<file path="src/rtl/game_step_scheduler.sv">
//------------------------------------------------------------------------------
// Module      : game_step_scheduler
// Description : Turns the single-cycle tick of an upstream game timer into
//               game-step pulses whose rate increases with the player level.
//               Provides start / pause / stop run control.
//               Optional feature macro: STEP_TURBO_EN (adds a turbo input that
//               forces the fastest divisor while running).
// Revision    : 1.0 - initial release
//------------------------------------------------------------------------------
`timescale 1ns/1ps
`default_nettype none

module game_step_scheduler #(
  parameter int LEVEL_W         = 3,
  parameter int MAX_LEVEL       = 7,
  parameter int BASE_DIV        = 16,
  parameter int DIV_DEC         = 2,
  parameter int MIN_DIV         = 2,
  parameter int STEPS_PER_LEVEL = 20,
  parameter int CNT_W           = 8
) (
  input  logic               clk,
  input  logic               reset,
  input  logic               start,
  input  logic               pause,
  input  logic               stop,
  input  logic               tick,
`ifdef STEP_TURBO_EN
  input  logic               turbo,
`endif
  output logic               step,
  output logic               level_up,
  output logic [LEVEL_W-1:0] level,
  output logic               running,
  output logic               paused
);

  // The level*DIV_DEC product is formed wide enough that it can never wrap.
  localparam int                PROD_W   = CNT_W + LEVEL_W;
  localparam logic [PROD_W-1:0] DIV_SPAN = PROD_W'(BASE_DIV - MIN_DIV);
  localparam logic [CNT_W-1:0]  DIV_MIN  = CNT_W'(MIN_DIV);
  localparam logic [CNT_W-1:0]  DIV_BASE = CNT_W'(BASE_DIV);
  localparam logic [CNT_W-1:0]  STEP_TOP = CNT_W'(STEPS_PER_LEVEL - 1);
  localparam logic [LEVEL_W-1:0] LVL_TOP = LEVEL_W'(MAX_LEVEL);

  typedef enum logic [1:0] {
    IDLE  = 2'd0,
    RUN   = 2'd1,
    PAUSE = 2'd2
  } state_t;

  state_t             state;
  logic [CNT_W-1:0]   tick_cnt;
  logic [CNT_W-1:0]   step_cnt;

  logic [PROD_W-1:0]  lvl_prod;
  logic [CNT_W-1:0]   level_div;
  logic [CNT_W-1:0]   div;
  logic [CNT_W-1:0]   div_last;
  logic               tick_terminal;

  // Divisor for the current level (optionally overridden by turbo) and the
  // terminal-tick decision. ">=" rather than "==" so a counter already past a
  // freshly shortened divisor fires on the very next tick.
  always_comb begin
    lvl_prod = PROD_W'(level) * PROD_W'(DIV_DEC);
    if (lvl_prod >= DIV_SPAN) begin
      level_div = DIV_MIN;
    end else begin
      level_div = DIV_BASE - lvl_prod[CNT_W-1:0];
    end
    div = level_div;
`ifdef STEP_TURBO_EN
    if (turbo) begin
      div = DIV_MIN;
    end
`endif
    div_last      = div - CNT_W'(1);
    tick_terminal = (tick_cnt >= div_last);
  end

  // Run-control FSM, tick/step counters, level tracking and registered pulses.
  always_ff @(posedge clk) begin
    if (reset) begin
      state    <= IDLE;
      tick_cnt <= '0;
      step_cnt <= '0;
      level    <= '0;
      step     <= 1'b0;
      level_up <= 1'b0;
      running  <= 1'b0;
      paused   <= 1'b0;
    end else begin
      step     <= 1'b0;
      level_up <= 1'b0;
      case (state)
        IDLE: begin
          // Ticks are ignored here and level keeps the last score.
          if (start && !stop) begin
            state    <= RUN;
            running  <= 1'b1;
            paused   <= 1'b0;
            tick_cnt <= '0;
            step_cnt <= '0;
            level    <= '0;
          end
        end

        RUN: begin
          if (stop) begin
            state    <= IDLE;
            running  <= 1'b0;
            paused   <= 1'b0;
            tick_cnt <= '0;
            step_cnt <= '0;
          end else if (pause) begin
            state    <= PAUSE;
            running  <= 1'b0;
            paused   <= 1'b1;
          end else if (tick) begin
            if (tick_terminal) begin
              step     <= 1'b1;
              tick_cnt <= '0;
              if (step_cnt == STEP_TOP) begin
                step_cnt <= '0;
                if (level < LVL_TOP) begin
                  level    <= level + LEVEL_W'(1);
                  level_up <= 1'b1;
                end
              end else begin
                step_cnt <= step_cnt + CNT_W'(1);
              end
            end else begin
              tick_cnt <= tick_cnt + CNT_W'(1);
            end
          end
        end

        PAUSE: begin
          // Counters hold and ticks are dropped while paused.
          if (stop) begin
            state    <= IDLE;
            running  <= 1'b0;
            paused   <= 1'b0;
            tick_cnt <= '0;
            step_cnt <= '0;
          end else if (!pause) begin
            state    <= RUN;
            running  <= 1'b1;
            paused   <= 1'b0;
          end
        end

        default: begin
          state   <= IDLE;
          running <= 1'b0;
          paused  <= 1'b0;
        end
      endcase
    end
  end

endmodule

`default_nettype wire

</file>
<file path="config.mk">
export PLATFORM = sky130hd
export DESIGN_NAME = game_step_scheduler
export DESIGN_NICKNAME = d
export VERILOG_FILES = /design/src/rtl/game_step_scheduler.sv
export SDC_FILE = /design/constraint.sdc
export NUM_CORES = 1
export LEC_CHECK = 0
export CAP_MARGIN = 20
export CORE_ASPECT_RATIO = 0.6
export CORE_MARGIN = 2
export CORE_UTILIZATION = 50
export CTS_CLUSTER_SIZE = 24
export DETAILED_ROUTE_END_ITERATION = 8
export MAX_ROUTING_LAYER = met4
export PLACE_DENSITY = 0.66
export SLEW_MARGIN = 20
export SYNTH_ARGS = -nofsm -noshare
export SYNTH_HDL_FRONTEND = slang
export SYNTH_SLANG_ARGS = --single-unit
</file>
<file path="constraint.sdc">
create_clock -name clk -period 6.85 [get_ports clk]
set_clock_uncertainty 0.05 [all_clocks]
set_input_delay 1.37 -clock clk [delete_from_list [all_inputs] [get_ports clk]]
set_output_delay 1.37 -clock clk [all_outputs]
set_load 0.1 [all_outputs]
</file>
==> summary.txt <==
Synthesis
  – Synth Area in Compound Gates: 0.203
  – Synth cell types: 49
  – Yosys warning total: 0
  – Syn_nets: 203
  – Sequential area share after synthesis: 0.319
  – Synth Area in XOR/XNOR: 0.0502
  – Synth Instances: 185
  – Seq cells post-synth: 25
  – Post-Synth Simple-Gate Area: 0.261
  – Number of synthesized flops with an enable pin: 0
  – Mapped cell area: 1570 um2
  – Largest family of logic cells by synthesized area: simple AND/OR/NAND/NOR gates
  – Asr flop ratio synth: 0
  – Synth Area per Inst: 8.48 um2
  – Prevailing post-synth register cell: dfxtp_1
  – Mux contribution to synthesized area: 0.0319
  – Synth Area in Adders: 0.0957

Global route
  – Vias in the first global route: 1214
  – First-pass GRT wire length: 5.65 mm
  – Total congestion overflow: 0
  – Largest net degree at the start of global routing: 17
  – Antenna violations before repair: 0
  – Total GRT Usage: 0.210

Placement
  – Setup WS pre-CTS: 2.99 ns
  – Placed inst area: 1710 um2
  – Gpl congestion: 0.889
  – Number of port buffers: 12
  – Hpwl dp: 2.60 mm

Worst setup path
  – Critical R2R Capture: level[1]
  – Req. time, crit path: 7.00 ns
  – Critical path startpoint category: primary input
  – Internal reg-to-reg setup slack: 3.60 ns
  – Largest delay share family, worst path: compound AO/OA/AOI/OAI gates
  – Cells on worst reg2reg path: 9
  – CP max FO: 11
  – CP bufs+invs: 1
  – Crit Path Class: in -> reg
  – FF-to-FF Start: level[0]
  – Crit-path cells: clkdlybuf4s50_1, nor2b_2, o22ai_1, o21ai_1, o211ai_2, or3_1, a22oi_1
  – Crit end category: register
  – WP data arrival: 3.77 ns
  – Crit-path slowest cell: o21ai_1
  – CP peak stage delay: 0.68 ns

Final layout
  – Design Area, Final: 1750 um2
  – # diodes: 0
  – Area Overhead vs Synth: 11.6%
  – Share of layout cells above drive strength 1: 0.0872
  – Fin nets: 214

Clock tree
  – Clock Path Buffers: 2
  – Post-CTS Hold Buffers: 0
  – CTS tree: done
  – Clock transition at path regs: 0.09 ns
  – Clock Tree Root: clkbuf_8
  – Clock Latency Late Sink: 0.27 ns
  – Post-CTS Resized: 0
  – H-tree levels: 1
  – Post-CTS setup buffer count: 0
  – Cts bufs inserted: 3
  – CTS sink cnt: 25

Die
  – Die ar.: 3620 um2
  – Core Area: 2930 um2
  – Row cnt: 15
  – Ports: 13
  – Die Ht: 47.4 um
  – Starting Density: 0.536
  – Die extent in x: 76.3 um

Drt
  – Drt wl/cell: 14.2 um
  – # DRC: 0
  – Total Routed Length: 3.37 mm
  – Vias per cell: 5.62
  – Vias: 1331
  – Starting DRT DRC Count: 41
  – Final ANT Viol Nets: 0
  – Pre-antenna DRT Iters: 4

Flow run
  – Max Cap Violations: 0

Power
  – Cell Pwr Density: 155 nW/um2
  – Tot Pwr: 271 uW
  – Leakage power: 0.667 nW
  – Max VDD drop: 0.112 mV

Timing
  – Fin. Hold Viols: 0
  – Fmax: 276 MHz
  – Max transition margin: 0.352
  – RSZ-0062 raised after global routing: false
  – Max Transition Viols Final: 0
  – Worst slew pin tran: 0.968 ns
  – Minimum clock period: 3.62 ns
  – Final setup vio count: 0
  – Setup tns final: 0 ns
  – Fin worst setup slack: 3.23 ns
  – Hold Slack: 0.443 ns
  – Final worst path period share: 0.529

Hold path
  – Hold Path Stages: 2
  – Hold/Removal Path Class: reg -> reg
  – Hold path start: step_cnt[1]
  – Worst Hold End: step_cnt[1]

Outcome
  – Status: finished clean
## routing by layer
metal	track usage	wire length, um	vias up
li1	-	-	685
met3	0.0423	102	4
met1	0.270	1770	621
met5	-	0	-
met4	0.0509	19	0
met2	0.350	1480	21
## area by class of cell
| class | instances | area (um2) |
|---|---|---|
| Inverter | 7 | 26.3 |
| Timing Repair Buffer | 12 | 120 |
| Tap cell | 42 | 52.6 |
| Fill cell | 263 | 1180 |
| Clock buffer | 3 | 41.3 |
| Multi-Input combinational cell | 147 | 1010 |
| Clock inverter | 1 | 5.00 |
| Sequential cell | 25 | 500 |
## sequential cells by signal, indices dropped and copies added (netlist names)
name	flops
tick_cnt	8
level	3
step	1
level_up	1
state	2
step_cnt	8
paused	1
running	1
## how the worst max path moves through the flow
stage	startpoint	end	cells past startpoint
final	stop	step_cnt[7]	7
after floorplan	level[0]	level[1]	10
after global routing	stop	step_cnt[7]	7
after detailed placement	stop	step_cnt[5]	7
after CTS	stop	step_cnt[7]	7
after global placement	stop	step_cnt[5]	7
## through the flow
step,utilization,cells
finish,0.598,237
global route,0.598,237
floorplan,-,185
global placement,0.582,233
detailed placement,0.582,233
CTS,0.598,237
## placed cells by master, fill, tap and decap left out, types with 3 or more instances in the layout
cell type	Yosys	final
clkbuf_8	0	3
clkdlybuf4s50_1	0	12
ha_1	12	12
nand4_1	5	5
o21a_1	4	4
nor2_1	22	22
a21oi_1	10	10
nor2b_1	4	4
nand3_1	3	3
dfxtp_1	25	25
inv_1	7	7
mux2i_1	5	5
o21ai_0	9	9
a22oi_1	3	3
xor2_1	7	7
nand2b_1	3	3
nand2_1	18	18
and3_1	6	6
## tightest hold or removal path, cell delays in order, from the launching register on
cell and delay [ns]:
dfxtp_1 0.33, inv_1 0.05, o22ai_1 0.07
## where the power goes
part	total, mW	switching (mW)	internal (mW)	leakage, nW
clock network	0.0888	0.0480	0.0408	0.0255
logic	0.0316	0.0194	0.0122	0.439
registers	0.151	0.00318	0.148	0.202
total	0.271	0.0706	0.201	0.667
## cells by family after synthesis
family	Yosys count
DFF	25
and+or+nand+nor	77
muxes	5
xor gates and xnor gates	9
adders and majority gates	12
AOI/OAI and AO/OA	44
buffers and inverters	13
## Yosys cell counts (2+ instances only)
library cell  instances  area, um2
a21oi_1              10       50.1
a21oi_2               2       17.5
a22oi_1               3       22.5
and3_1                6       37.5
buf_2                 2       10.0
clkbuf_1              2       7.51
dfxtp_1              25        500
ha_1                 12        150
inv_1                 7       26.3
mux2i_1               5       50.1
nand2_1              18       67.6
nand2b_1              3       18.8
nand3_1               3       15.0
nand4_1               5       31.3
nor2_1               22       82.6
nor2b_1               4       25.0
nor3_1                2       10.0
o211ai_2              2       25.0
o21a_1                4       30.0
o21ai_0               9       45.0
o22ai_1               2       12.5
o2bb2ai_1             2       17.5
or3_1                 2       12.5
xnor2_1               2       17.5
xor2_1                7       61.3
Power figures use the tool's default switching activity.
